--- config.mk ---
export PLATFORM = sky130hd
export DESIGN_NAME = aurora_cmd_wbmaster
export DESIGN_NICKNAME = d
export VERILOG_FILES = /design/src/rtl/aurora_cmd_wbmaster.sv
export SDC_FILE = /design/constraint.sdc
export NUM_CORES = 1
export LEC_CHECK = 0
export ABC_AREA = 1
export CORE_MARGIN = 2
export CORE_UTILIZATION = 43
export DETAILED_ROUTE_END_ITERATION = 8
export MAX_ROUTING_LAYER = met4
export PLACE_DENSITY = 0.8
export REMOVE_ABC_BUFFERS = 1
export SYNTH_ARGS = -nofsm -noshare
export SYNTH_HDL_FRONTEND = slang
export SYNTH_SLANG_ARGS = --single-unit
--- constraint.sdc ---
create_clock -name aclk -period 1.8 [get_ports aclk]
set_input_delay 0.18 -clock aclk [delete_from_list [all_inputs] [get_ports aclk]]
set_output_delay 0.18 -clock aclk [all_outputs]
set_load 0.03 [all_outputs]
--- src/rtl/aurora_cmd_wbmaster.sv ---
// Executes Aurora address/data command streams as Wishbone classic cycles.
// Read data comes back as a single-word AXI4-Stream response.
module aurora_cmd_wbmaster #(
  parameter int          ADDR_BITS = 22,
  parameter int          TIMEOUT   = 1024,
  parameter logic [31:0] ERR_VALUE = 32'hFFFFFFFF
) (
  input  logic                 aclk,
  input  logic                 aresetn,
  input  logic [31:0]          s_cmd_addr_tdata,
  input  logic                 s_cmd_addr_tvalid,
  output logic                 s_cmd_addr_tready,
  input  logic [31:0]          s_cmd_data_tdata,
  input  logic                 s_cmd_data_tvalid,
  output logic                 s_cmd_data_tready,
  output logic                 wb_cyc_o,
  output logic                 wb_stb_o,
  output logic                 wb_we_o,
  output logic [ADDR_BITS-1:0] wb_adr_o,
  output logic [31:0]          wb_dat_o,
  output logic [3:0]           wb_sel_o,
  input  logic [31:0]          wb_dat_i,
  input  logic                 wb_ack_i,
  input  logic                 wb_err_i,
  output logic [31:0]          m_resp_tdata,
  output logic                 m_resp_tvalid,
  input  logic                 m_resp_tready,
  output logic [15:0]          err_count
);

  localparam int                CNT_W    = $clog2(TIMEOUT);
  localparam logic [CNT_W-1:0]  CNT_LAST = CNT_W'(TIMEOUT - 1);

  typedef enum logic [1:0] {
    ST_IDLE  = 2'd0,
    ST_WRITE = 2'd1,
    ST_READ  = 2'd2
  } state_t;

  state_t           state_r;
  logic [CNT_W-1:0] cnt_r;
  logic             is_read_s;
  logic             addr_ready_s;
  logic             data_ready_s;
  logic             fail_s;
  logic             done_s;
  logic             unused_addr_s;

  assign is_read_s     = s_cmd_addr_tdata[31];
  assign unused_addr_s = ^s_cmd_addr_tdata;
  assign wb_sel_o      = 4'hF;

  assign s_cmd_addr_tready = addr_ready_s;
  assign s_cmd_data_tready = data_ready_s;

  // Accept a command only from IDLE; writes pop both streams together, reads need a free response slot.
  always_comb begin
    addr_ready_s = 1'b0;
    data_ready_s = 1'b0;
    if (aresetn && (state_r == ST_IDLE) && s_cmd_addr_tvalid) begin
      if (is_read_s) begin
        addr_ready_s = !m_resp_tvalid;
      end else begin
        addr_ready_s = s_cmd_data_tvalid;
        data_ready_s = s_cmd_data_tvalid;
      end
    end else begin
      addr_ready_s = 1'b0;
      data_ready_s = 1'b0;
    end
  end

  // Bus termination: err beats ack, and ack beats a same-cycle timeout.
  always_comb begin
    fail_s = wb_err_i || (!wb_ack_i && (cnt_r == CNT_LAST));
    done_s = wb_ack_i || fail_s;
  end

  // Command FSM, Wishbone master outputs, response slot and error counter.
  always_ff @(posedge aclk) begin
    if (!aresetn) begin
      state_r       <= ST_IDLE;
      cnt_r         <= {CNT_W{1'b0}};
      wb_cyc_o      <= 1'b0;
      wb_stb_o      <= 1'b0;
      wb_we_o       <= 1'b0;
      wb_adr_o      <= {ADDR_BITS{1'b0}};
      wb_dat_o      <= 32'd0;
      m_resp_tvalid <= 1'b0;
      m_resp_tdata  <= 32'd0;
      err_count     <= 16'd0;
    end else begin
      if (m_resp_tvalid && m_resp_tready) begin
        m_resp_tvalid <= 1'b0;
      end
      case (state_r)
        ST_IDLE: begin
          if (addr_ready_s) begin
            wb_adr_o <= s_cmd_addr_tdata[ADDR_BITS-1:0];
            wb_cyc_o <= 1'b1;
            wb_stb_o <= 1'b1;
            cnt_r    <= {CNT_W{1'b0}};
            if (is_read_s) begin
              wb_we_o <= 1'b0;
              state_r <= ST_READ;
            end else begin
              wb_we_o  <= 1'b1;
              wb_dat_o <= s_cmd_data_tdata;
              state_r  <= ST_WRITE;
            end
          end
        end
        ST_WRITE, ST_READ: begin
          if (done_s) begin
            wb_cyc_o <= 1'b0;
            wb_stb_o <= 1'b0;
            state_r  <= ST_IDLE;
            // The slot is guaranteed empty here: reads only start when tvalid is low.
            if (state_r == ST_READ) begin
              m_resp_tvalid <= 1'b1;
              m_resp_tdata  <= fail_s ? ERR_VALUE : wb_dat_i;
            end
            if (fail_s && (err_count != 16'hFFFF)) begin
              err_count <= err_count + 16'd1;
            end
          end else begin
            cnt_r <= cnt_r + CNT_W'(1);
          end
        end
        default: begin
          state_r  <= ST_IDLE;
          wb_cyc_o <= 1'b0;
          wb_stb_o <= 1'b0;
        end
      endcase
    end
  end

endmodule

# [Word-level counts from Yosys, hierarchy flattened]
# Cells that the tools add are included.
[classes] mux=20 n_reduce_logical=18 n_eq_ne=7 bitwise_logic=1 n_addsub=2
[ops] operator="$mux 32" count=1
[ops] operator="$mux 10" count=2
[ops] operator="$pmux 10 s2" count=1
[ops] operator="$add 16x1->16 const B" count=1
[ops] operator="$ne 16x16->1 const B" count=1
[ops] operator="$reduce_and 3->1" count=4
[ops] operator="$mux 1" count=11
[ops] operator="$add 10x1->10 const B" count=1
[ops] operator="$eq 10x10->1 const B" count=1
[ops] operator="$mux 2" count=3
[ops] operator="$ne 2x2->1 const B" count=3
[ops] operator="$logic_and 1x1->1" count=5
[ops] operator="$pmux 2 s2" count=1
[ops] operator="$reduce_and 2->1" count=2
[ops] operator="$eq 2x1->1 const B" count=1
[ops] operator="$eq 2x2->1 const B" count=1
[ops] operator="$logic_not 1->1" count=2
[ops] operator="$logic_not 2->1" count=1
[ops] operator="$logic_or 1x1->1" count=2
[ops] operator="$pmux 1 s2" count=1
[ops] operator="$reduce_bool 2->1" count=1
[ops] operator="$reduce_or 2->1" count=1
[ops] operator="$not 1->1" count=1
[totals] wordCells=57 regBits=117 output_inout_bits=112 input_bits=103

# [Logic depth before layout (Yosys ltp)]
# Gate-level depths: netlist of run 1.
[logic_depth] word_depth=6 ltp_mapped=11

# [Least setup slack after synthesis of run 1]
# OpenSTA, ideal clock, no wires.
[synth_path] kind="flip-flop to flip-flop" startpoint="reg err_count[0]" endpoint="reg err_count[6]" slack_ns=0.023 required_ns=1.668 stages_incl_launch_ff=10 n_path_buf=1 synth_period_minus_slack_ns=1.777 t_arrival_ns=1.645 setup_time_ns=0.132 path_cell_list="dfxtp_1 > ha_1 > nand3_1 > inv_1 > nand4_1 > nand3_4 > inv_2 > buf_6 > nand2_1 > a21oi_1"
[synth_between] elab_chain_len=3 elab_cells_between_ends=4 classes_between="add/sub (1); eq/ne (1); reduce/logical (2)"
[synth_lines] item="from (decl)" line="28" rtl="output logic [15:0] err_count"
[synth_lines] item="from (signal assigned)" line="124" rtl="err_count <= err_count + 16'd1;"
[synth_lines] item="branches (longest 3 deep; another with $add 16x1->16)"
# Parallel ways; which one is timed is not known.
# A chain may end at the register's enable or synchronous reset.

# [Final worst setup path of run 1]
[layout_path] startpoint="reg state_r[1]" endpoint="out s_cmd_data_tready"
[layout_between] elab_chain_len=4
[layout_lines] item="from (decl)" line="40" rtl="state_t state_r;"
[layout_lines] item="from (signal assigned)" line="82" rtl="state_r <= ST_IDLE;"
[layout_lines] item="from (signal assigned)" line="105" rtl="state_r <= ST_READ;"
[layout_lines] item="from (signal assigned)" line="109" rtl="state_r <= ST_WRITE;"
[layout_lines] item="$logic_not 2->1" line="60" rtl="if (aresetn && (state_r == ST_IDLE) && s_cmd_addr_tvalid) begin"
[layout_lines] item="$logic_and 1x1->1 (2 in series)" line="60"
[layout_lines] item="$mux 1" line="60"
[layout_lines] item="to (decl)" line="15" rtl="output logic s_cmd_data_tready,"
# Every way passes these cells.

==> flow_summary.yaml, run 1 <==
cells_and_area:
  insertedDiodeCount: 0
  layout.nets: 1064
  drive_gt1_share_pct: 15.7
  mostFrequentLayoutCells: "clkdlybuf4s50_1, nor2_1, nand2_1"
  final_common_cell: "clkdlybuf4s50_1"
  area_delta_synth_final_pct: 63.4
worst_hold_path:
  hold_path.startpoint: "aresetn"
  min_path_cells: 4
  min_delay_worst_endpoint: "m_resp_tvalid$_SDFF_PN0_"
  min_path_type: "in2reg"
pwr:
  pwr-share-seq_pct: 36.7
  switchingPower_w: 0.00179
  ir_drop_v: 0.000521
  power.leakage_nw: 3.51
  internal_power_w: 0.00562
  clkPwrFrac_pct: 49.1
  power.density_nw_per_um2: 865
  p_sw_share_pct: 24.2
  combinationalPowerShare_pct: 14.2
outcome:
  status: "finished clean"
floorplanning:
  rows: 40
  dieArea_um2: 13100
  io_pins: 215
  initial_utilization_pct: 43.8
  die_h_um: 114
  core_area_um2: 12000
  die_w_um: 114
route:
  route.vias.total: 5455
  drt-vias-per-instance: 4.88
  routed_wl_um: 16400
  route.detailed.drc: 0
  ant_nets: 0
  drt_iter0_drc: 484
  drt-pass1-iter-count: 5
  wl_per_cell_um: 14.6
timing:
  whs_ns: 0.346
  setup_violations: 0
  fin_crit_sh_pct: 97.8
  layout_setup_ws_ns: 0.0402
  rsz0062_at_grt: "yes"
  max_freq_mhz: 568
  tightest_slew_ns: 0.823
  hold_violations: 0
  relSlewSlack_pct: 45.2
  fin_crit_ns: 1.76
  skew_ns: 0.00484
  drv_slew: 0
place:
  io_buffers: 201
  routabilityCongestion: 0.824
  dp_slack_ns: -0.0149
  dpl.hpwl_um: 9950
synth:
  syn_area_um2: 5240
  synth_compound_area_share_pct: 8.52
  syn_avg_cell_area_um2: 7.21
  synthCells: 727
  synth_mux_area_share_pct: 0
  synth_xor_area_share_pct: 2.34
  yosys.area_share.adder_pct: 0.955
  ys_warn_count: 0
  ys_seq_elements: 117
  synth_top_family_by_area: "simple AND/OR/NAND/NOR gates"
  yosysSeqAreaShare_pct: 44.7
  ys_types: 29
  synth-simple-area-share_pct: 34.7
critical_path:
  crit_buf_inv: 4
  rrSetupSlack_ns: 0.05
  critPathMaxStageDelay_ns: 0.33
  required_ns: 1.62
  crit_chain: "inv_1 -> ha_4 -> nand2_1 -> nor2_2 -> nand2_2 -> inv_4 -> buf_12 -> buf_8"
  cp.arrival_ns: 1.58
  r2r-start: "cnt_r[0]$_SDFFE_PN0P_"
  cp-start-kind: "register"
  critPathTopFamily: "buffers and inverters"
  startpoint: "state_r[1]$_SDFFE_PN0P_"
  reg2reg_depth: 9
  r2r-end: "m_resp_tdata[18]$_SDFFE_PN0P_"
  cp_max_fo: 3
  path_class: "reg2out"
  slowest_stage: "dfxtp_2"
  endpoint_kind: "output port"
clocking:
  clock_latency_ns: 0.42
  cts_max_level: 4
  clkTransAtPathRegs_ns: 0.05
  cts_root_buffer: "clkbuf_16"
  cts_made_buffers: 17
  clock_sinks: 117
  cts_tree: "done"
  clockBufferDepth: 2
  hold_buffers: 0
global_routing:
  grt_pass1_wl_um: 23600
  track_usage_pct: 23.7
  grt_max_degree: 90
  overflow: 0
  antenna_found_initial: 0
  grt_pass1_vias: 4789
flow_run:
  maxCapViolCount: 0
==> stage by stage <==
stage               util, %  std cells  cell area, um2  TNS, ns  total power, W
floorplan                 -        689            5020   -47.63         0.00322
global placement       62.3       1062            7450        0         0.00374
detailed placement     62.3       1062            7450  -0.0149         0.00375
CTS                    68.2       1099            8160  -0.0138         0.00739
global route           71.6       1117            8570    -1.26         0.00765
finish                 71.6       1117            8570        0         0.00741
==> metal layers <==
metal  part of all wire, %  track usage [%]  vias to the layer above
li1                      -                -                     2742
met1                    42             28.2                     2502
met2                    50             38.5                      179
met3                   5.6             4.92                       32
met4                   2.6             11.1                        0
met5                     0                -                        -
==> worst max path at each step <==
stage               slack [ns]  depth (start not counted)                             to
finish                    0.04                          8              s_cmd_data_tready
global route             -0.07                         10  m_resp_tdata[13]$_SDFFE_PN0P_
CTS                      -0.01                          8              s_cmd_data_tready
detailed placement       -0.01                          8          wb_stb_o$_SDFFE_PN0P_
global placement          0.07                          8          wb_stb_o$_SDFFE_PN0P_
floorplan                -0.67                          8        state_r[0]$_SDFFE_PN0P_
==> area by class of cell <==
class | count | area (um2)
Clock buffer | 23 | 488
Clock inverter | 9 | 148
Fill cell | 934 | 3400
Inverter | 60 | 228
Multi-Input combinational cell | 512 | 2620
Sequential cell | 117 | 2350
Tap cell | 147 | 184
Timing Repair Buffer | 249 | 2550
==> cell families after synthesis <==
group                      Yosys count
and+or+nand+nor                    403
DFF                                117
buffers and inverters              101
AOI/OAI and AO/OA                   87
xor gates and xnor gates            14
adders and majority gates            4
other                                1
==> sequential cells by signal, indices dropped and copies added, names as in the netlist <==
| name | count |
|---|---|
| wb_dat_o | 32 |
| m_resp_tdata | 32 |
| wb_we_o | 1 |
| cnt_r | 10 |
| m_resp_tvalid | 1 |
| wb_adr_o | 22 |
| state_r | 2 |
| wb_stb_o | 1 |
| err_count | 16 |
==> cell usage after synthesis, drive strengths merged <==
cell type	n	area (um2)
dfxtp	117	2340
ha	4	50.1
a21oi	31	166
clkbuf	17	63.8
nand3b	1	7.51
xor2	8	70.1
nand2	161	617
o21ai	56	280
nand3	29	178
nand4	6	37.5
clkinv	1	3.75
inv	59	221
nor2	171	657
xnor2	6	52.6
nor3	33	310
buf	24	166
conb	1	3.75
nor3b	2	15.0
==> what timing repair did <==
item | CTS | global route
cloned | 1 | 7
resized for setup | 6 | 49
buffers inserted | 4 | 11
pin swaps | 1 | 23
endpoints found under the setup margin | 3 | 63
==> power groups by stage <==
stage	clock network (W)	logic [W]	registers [W]
global route	0.00379	0.00113	0.00273
global placement	0	0.000965	0.00277
floorplan	0	0.000280	0.00294
detailed placement	0	0.000973	0.00278
CTS	0.00367	0.000996	0.00272
finish	0.00364	0.00105	0.00272
==> worst register-to-register path, delay by kind of cell (launching register included) <==
kind	cells	cell delay (ns)
buffers and inverters	1	0.29
adders and majority gates	1	0.15
DFF	1	0.35
and+or+nand+nor	7	0.84
(Power assumes the default switching activity.)
==> inputs of run 2 (changes only) <==
--- a/config.mk
+++ b/config.mk
@@ -7,10 +7,10 @@
 export LEC_CHECK = 0
 export ABC_AREA = 1
 export CORE_MARGIN = 2
-export CORE_UTILIZATION = 43
+export CORE_UTILIZATION = 47
 export DETAILED_ROUTE_END_ITERATION = 8
 export MAX_ROUTING_LAYER = met4
-export PLACE_DENSITY = 0.8
+export PLACE_DENSITY = 0.87
 export REMOVE_ABC_BUFFERS = 1
 export SYNTH_ARGS = -nofsm -noshare
 export SYNTH_HDL_FRONTEND = slang
==> constraint.sdc (replaced) <==
create_clock -name aclk -period 2.1 [get_ports aclk]
set_input_delay 0.21 -clock aclk [delete_from_list [all_inputs] [get_ports aclk]]
set_output_delay 0.21 -clock aclk [all_outputs]
set_load 0.03 [all_outputs]
==> run 2 against run 1 <==
Sequential power shrank 14%; combinational power shrank 22%; power shrank 23%; hold slack lost 0.12 ns; register-to-register slack gained 0.18 ns; critical path type unchanged; largest cell class unchanged; largest power group unchanged; highest routed layer unchanged.
==> flow_summary.yaml, run 2 (synthesis results as in run 1) <==
critical_path:
  crit_chain: "inv_1 -> ha_1 -> nand2_1 -> nor2_1 -> nand2_2 -> inv_4 -> buf_4"
  crit_buf_inv: 3
  critPathTopFamily: "buffers and inverters"
  endpoint_kind: "output port"
  reg2reg_depth: 10
  cp_max_fo: 5
  r2r-start: "cnt_r[0]$_SDFFE_PN0P_"
  required_ns: 1.89
  r2r-end: "m_resp_tdata[15]$_SDFFE_PN0P_"
  rrSetupSlack_ns: 0.23
  startpoint: "state_r[0]$_SDFFE_PN0P_"
  cp.arrival_ns: 1.73
  cp-start-kind: "register"
  path_class: "reg2out"
  critPathMaxStageDelay_ns: 0.30
  slowest_stage: "dfxtp_1"
route:
  drt-vias-per-instance: 4.94
  drt-pass1-iter-count: 4
  route.vias.total: 5286
  routed_wl_um: 15100
  wl_per_cell_um: 14.1
  drt_iter0_drc: 308
  route.detailed.drc: 0
  ant_nets: 0
clocking:
  cts_made_buffers: 17
  cts_max_level: 4
  hold_buffers: 0
  cts_root_buffer: "clkbuf_8"
  clock_latency_ns: 0.52
  clock_sinks: 117
  cts_tree: "done"
  clockBufferDepth: 2
  clkTransAtPathRegs_ns: 0.05
floorplanning:
  core_area_um2: 10800
  initial_utilization_pct: 48.4
  rows: 38
  io_pins: 215
  dieArea_um2: 12000
  die_w_um: 110
  die_h_um: 110
cells_and_area:
  final_common_cell: "clkdlybuf4s50_1"
  largest_registers: "m_resp_tdata: 32 flops, wb_dat_o: 32 flops, wb_adr_o: 22 flops"
  insertedDiodeCount: 0
  layout.cells.non_filler: 1071
  final_cell_area_um2: 7840
  area_delta_synth_final_pct: 49.6
  layout.nets: 1027
  drive_gt1_share_pct: 9.24
  finalCoreUtilization_pct: 72.4
  mostFrequentLayoutCells: "clkdlybuf4s50_1, nor2_1, nand2_1"
global_routing:
  met1_usage_pct: 28.8
  grtUsageMet2_pct: 42.5
  overflow: 0
  track_usage_pct: 25.6
  grt_busiest_layer: "met2"
  grt_max_degree: 90
  antenna_found_initial: 0
  use_met3_pct: 7.35
  grt_pass1_wl_um: 23000
  grt_pass1_vias: 4708
worst_hold_path:
  min_path_cells: 4
  min_path_type: "in2reg"
  hold_path.startpoint: "aresetn"
  min_delay_worst_endpoint: "cnt_r[3]$_SDFFE_PN0P_"
timing:
  drv_slew: 0
  skew_ns: 0.00857
  whs_ns: 0.223
  rsz0062_at_grt: "no"
  hold_violations: 0
  layout_setup_ws_ns: 0.160
  tightest_slew_ns: 0.853
  relSlewSlack_pct: 43.2
  max_freq_mhz: 516
  setup_violations: 0
  fin_crit_sh_pct: 92.4
  fin_crit_ns: 1.94
place:
  dp.cells: 1041
  placed_area_um2: 7310
  io_buffers: 201
  dp_slack_ns: 0.173
  routabilityCongestion: 0.850
  dpl.hpwl_um: 10200
outcome:
  status: "finished clean"
flow_run:
  maxCapViolCount: 0
pwr:
  power.density_nw_per_um2: 729
  power.leakage_nw: 3.07
  ir_drop_v: 0.000531
run 2: cell types whose count changed in the layout (fill, tap and decap cells not counted), moves of 4 or more:
cell             before  now
dfxtp_2               4    0
dlymetal6s2s_1        4    0
nand2_2              10    2
dfxtp_1             112  117
clkbuf_16            21   16
buf_4                37   10
bufinv_16             4    0
nor3_2               24   29
nor3_4                8    0
nand2_1             146  157
clkdlybuf4s50_1     194  198
run 2: routing by layer:
metal / share of wire, % / up-vias / wire length, um
met5: 0 / - / 0
met4: 2.1 / 0 / 316
met3: 6.7 / 26 / 1010
met2: 49 / 158 / 7450
met1: 42 / 2450 / 6280
li1: - / 2652 / -
run 2: report_power, final:
| group | switching (W) | leakage (nW) | internal [W] |
|---|---|---|---|
| logic | 0.000456 | 1.85 | 0.000366 |
| clock network | 0.000945 | 0.267 | 0.00161 |
| registers | 0.0000391 | 0.948 | 0.00229 |
run 2: stage by stage:
step	setup TNS, ns	power [W]
2_1_floorplan	-20.51	0.00276
3_3_place_gp	0	0.00317
3_5_place_dp	0	0.00319
4_1_cts	0	0.00574
5_1_grt	0	0.00591
6_report	0	0.00572
run 2: final cells by class:
type,instances,area (um2)
well taps,140,175
fillers,813,3000
multi-input cells,512,2460
repair buffers,212,2110
flip-flops and latches,117,2340
inverters,60,228
clock buffers,26,508
clock inverters,4,20.0
run 2: worst max-delay path by stage:
stage	slack [ns]	to	cells past startpoint
finish	0.16	s_cmd_addr_tready	7
CTS	0.009	s_cmd_data_tready	7
detailed placement	0.17	s_cmd_data_tready	6
floorplan	-0.37	state_r[0]$_SDFFE_PN0P_	8
global placement	0.19	s_cmd_data_tready	6
global route	0.02	m_resp_tdata[15]$_SDFFE_PN0P_	10
run 2: timing repair:
action                     CTS  global route
setup buffers                0             0
resized for setup            2             5
setup endpoints to repair    2             3
run 2: worst register-to-register path: cells and delay by family, from the launching register on:
| kind | cells | cell delay, ns |
|---|---|---|
| buffers and inverters | 1 | 0.22 |
| AND/OR/NAND/NOR | 8 | 0.90 |
| adder cells (fa/ha/maj) | 1 | 0.28 |
| flip-flops | 1 | 0.42 |
==> inputs of run 3 (changes only) <==
--- a/config.mk
+++ b/config.mk
@@ -6,11 +6,12 @@
 export NUM_CORES = 1
 export LEC_CHECK = 0
 export ABC_AREA = 1
+export CORE_ASPECT_RATIO = 0.8
 export CORE_MARGIN = 2
-export CORE_UTILIZATION = 47
+export CORE_UTILIZATION = 38
 export DETAILED_ROUTE_END_ITERATION = 8
 export MAX_ROUTING_LAYER = met4
-export PLACE_DENSITY = 0.87
+export PLACE_DENSITY = 0.72
 export REMOVE_ABC_BUFFERS = 1
 export SYNTH_ARGS = -nofsm -noshare
 export SYNTH_HDL_FRONTEND = slang
==> run 3 against run 2 <==
Clock power is 17% higher; power is 7.5% higher; cell count is 3.9% higher; highest routed layer unchanged; setup slack worse by 0.032 ns; sequential power hardly changed; fmax is 1.6% lower; flip-flop and latch count stayed put; largest power group unchanged; routed wire length is 2.1% lower; non-clock buffer count stayed put; via count is 3.7% lower.
==> flow_summary.yaml, run 3 (synthesis results as in run 1) <==
cells_and_area:
  layout.nets: 1027
  insertedDiodeCount: 0
  finalCoreUtilization_pct: 59.1
  area_delta_synth_final_pct: 52.2
  drive_gt1_share_pct: 9.75
  largest_registers: "m_resp_tdata: 32 flops, wb_dat_o: 32 flops, wb_adr_o: 22 flops"
  mostFrequentLayoutCells: "clkdlybuf4s50_1, nor2_1, nand2_1"
  final_cell_area_um2: 7980
  final_common_cell: "clkdlybuf4s50_1"
floorplanning:
  rows: 38
  core_area_um2: 13500
  die_h_um: 109
  initial_utilization_pct: 38.8
  dieArea_um2: 14800
  die_w_um: 135
  io_pins: 215
critical_path:
  cp-start-kind: "register"
  cp_max_fo: 2
  cp.arrival_ns: 1.76
  required_ns: 1.89
  endpoint_kind: "output port"
  rrSetupSlack_ns: 0.21
  path_class: "reg2out"
place:
  dpl.hpwl_um: 9960
  io_buffers: 201
  placed_area_um2: 7360
  routabilityCongestion: 0.848
  dp_slack_ns: 0.194
timing:
  layout_setup_ws_ns: 0.128
  setup_violations: 0
  drv_slew: 0
  tightest_slew_ns: 0.884
  fin_crit_sh_pct: 93.9
  max_freq_mhz: 507
  relSlewSlack_pct: 41.1
  hold_violations: 0
  fin_crit_ns: 1.97
  skew_ns: 0.00591
global_routing:
  grt_max_degree: 90
  antenna_found_initial: 0
  grt_pass1_vias: 4552
  overflow: 0
  grt_pass1_wl_um: 23300
  track_usage_pct: 20.6
clocking:
  cts_tree: "done"
  clock_latency_ns: 0.42
  hold_buffers: 0
  cts_made_buffers: 17
  clock_sinks: 117
  cts_max_level: 4
  cts_root_buffer: "clkbuf_16"
  clockBufferDepth: 2
  post_cts_buffers: 0
  clkTransAtPathRegs_ns: 0.05
route:
  drt-vias-per-instance: 4.58
  drt_iter0_drc: 266
  wl_per_cell_um: 13.2
  route.detailed.drc: 0
  route.vias.total: 5093
  ant_nets: 0
  routed_wl_um: 14700
  drt-pass1-iter-count: 4
pwr:
  power.leakage_nw: 3.09
  ir_drop_v: 0.000519
  power.density_nw_per_um2: 770
outcome:
  status: "finished clean"
worst_hold_path:
  min_path_type: "in2reg"
flow_run:
  maxCapViolCount: 0
## run 3: cell count changes in the layout (fill, tap and decap cells not counted), moves of 2 or more
| cell | before | now |
|---|---|---|
| clkbuf_1 | 3 | 0 |
| clkinv_2 | 4 | 1 |
| clkinv_4 | 0 | 4 |
| clkbuf_8 | 7 | 1 |
| clkinvlp_4 | 0 | 4 |
| bufinv_16 | 0 | 3 |
| inv_6 | 0 | 2 |
## run 3: power breakdown
part           internal, W  switching [W]  leakage (nW)  total, W
clock network      0.00191        0.00109         0.289   0.00300
logic             0.000365       0.000449          1.85  0.000814
registers          0.00229      0.0000353         0.948   0.00233
## run 3: critical path: stages (launching register included)
cell	delay [ns]
dfxtp_1	0.31
inv_1	0.08
ha_1	0.19
nand2_1	0.07
nor2_2	0.11
nand2_1	0.09
clkinv_1	0.09
dlygate4sd2_1	0.41
## run 3: metal layers
| metal | track usage, % | part of all wire [%] |
|---|---|---|
| met1 | 26.7 | 48 |
| met2 | 31.6 | 45 |
| met3 | 5.44 | 5.5 |
| met4 | 6.77 | 2.0 |
| met5 | - | 0 |
## run 3: layout make-up
cell class / instances / area, um2
multi-input cells: 512 / 2460
inverters: 60 / 225
clock buffers: 18 / 439
fillers: 1278 / 5520
well taps: 180 / 225
flip-flops and latches: 117 / 2340
repair buffers: 212 / 2110
clock inverters: 14 / 178
## run 3: final timing paths
kind / depth (start not counted) / to / startpoint
worst min register to register: 2 / wb_we_o$_SDFFE_PN0P_ / wb_we_o$_SDFFE_PN0P_
worst max-delay path: 7 / s_cmd_data_tready / state_r[0]$_SDFFE_PN0P_
worst min-delay path: 6 / wb_adr_o[20]$_SDFFE_PN0P_ / aresetn
worst max register to register: 9 / m_resp_tdata[25]$_SDFFE_PN0P_ / cnt_r[0]$_SDFFE_PN0P_
## run 3: timing repair
item / 4_1_cts / 5_1_grt
pin swaps: 0 / 0
endpoints found under the setup margin: 1 / 2
resized for setup: 1 / 3
endpoints found under the hold margin: 0 / 0
## run 3: metrics by stage
stage | std cells | total power [W] | hold slack [ns] | setup TNS [ns]
final | 1113 | 0.00614 | 0.355 | 0
after CTS | 1113 | 0.00621 | 0.346 | 0
after floorplan | 689 | 0.00276 | 0.327 | -20.51
after global routing | 1113 | 0.00638 | 0.378 | -0.00617
after detailed placement | 1081 | 0.00319 | 0.455 | 0
after global placement | 1081 | 0.00318 | 0.451 | 0
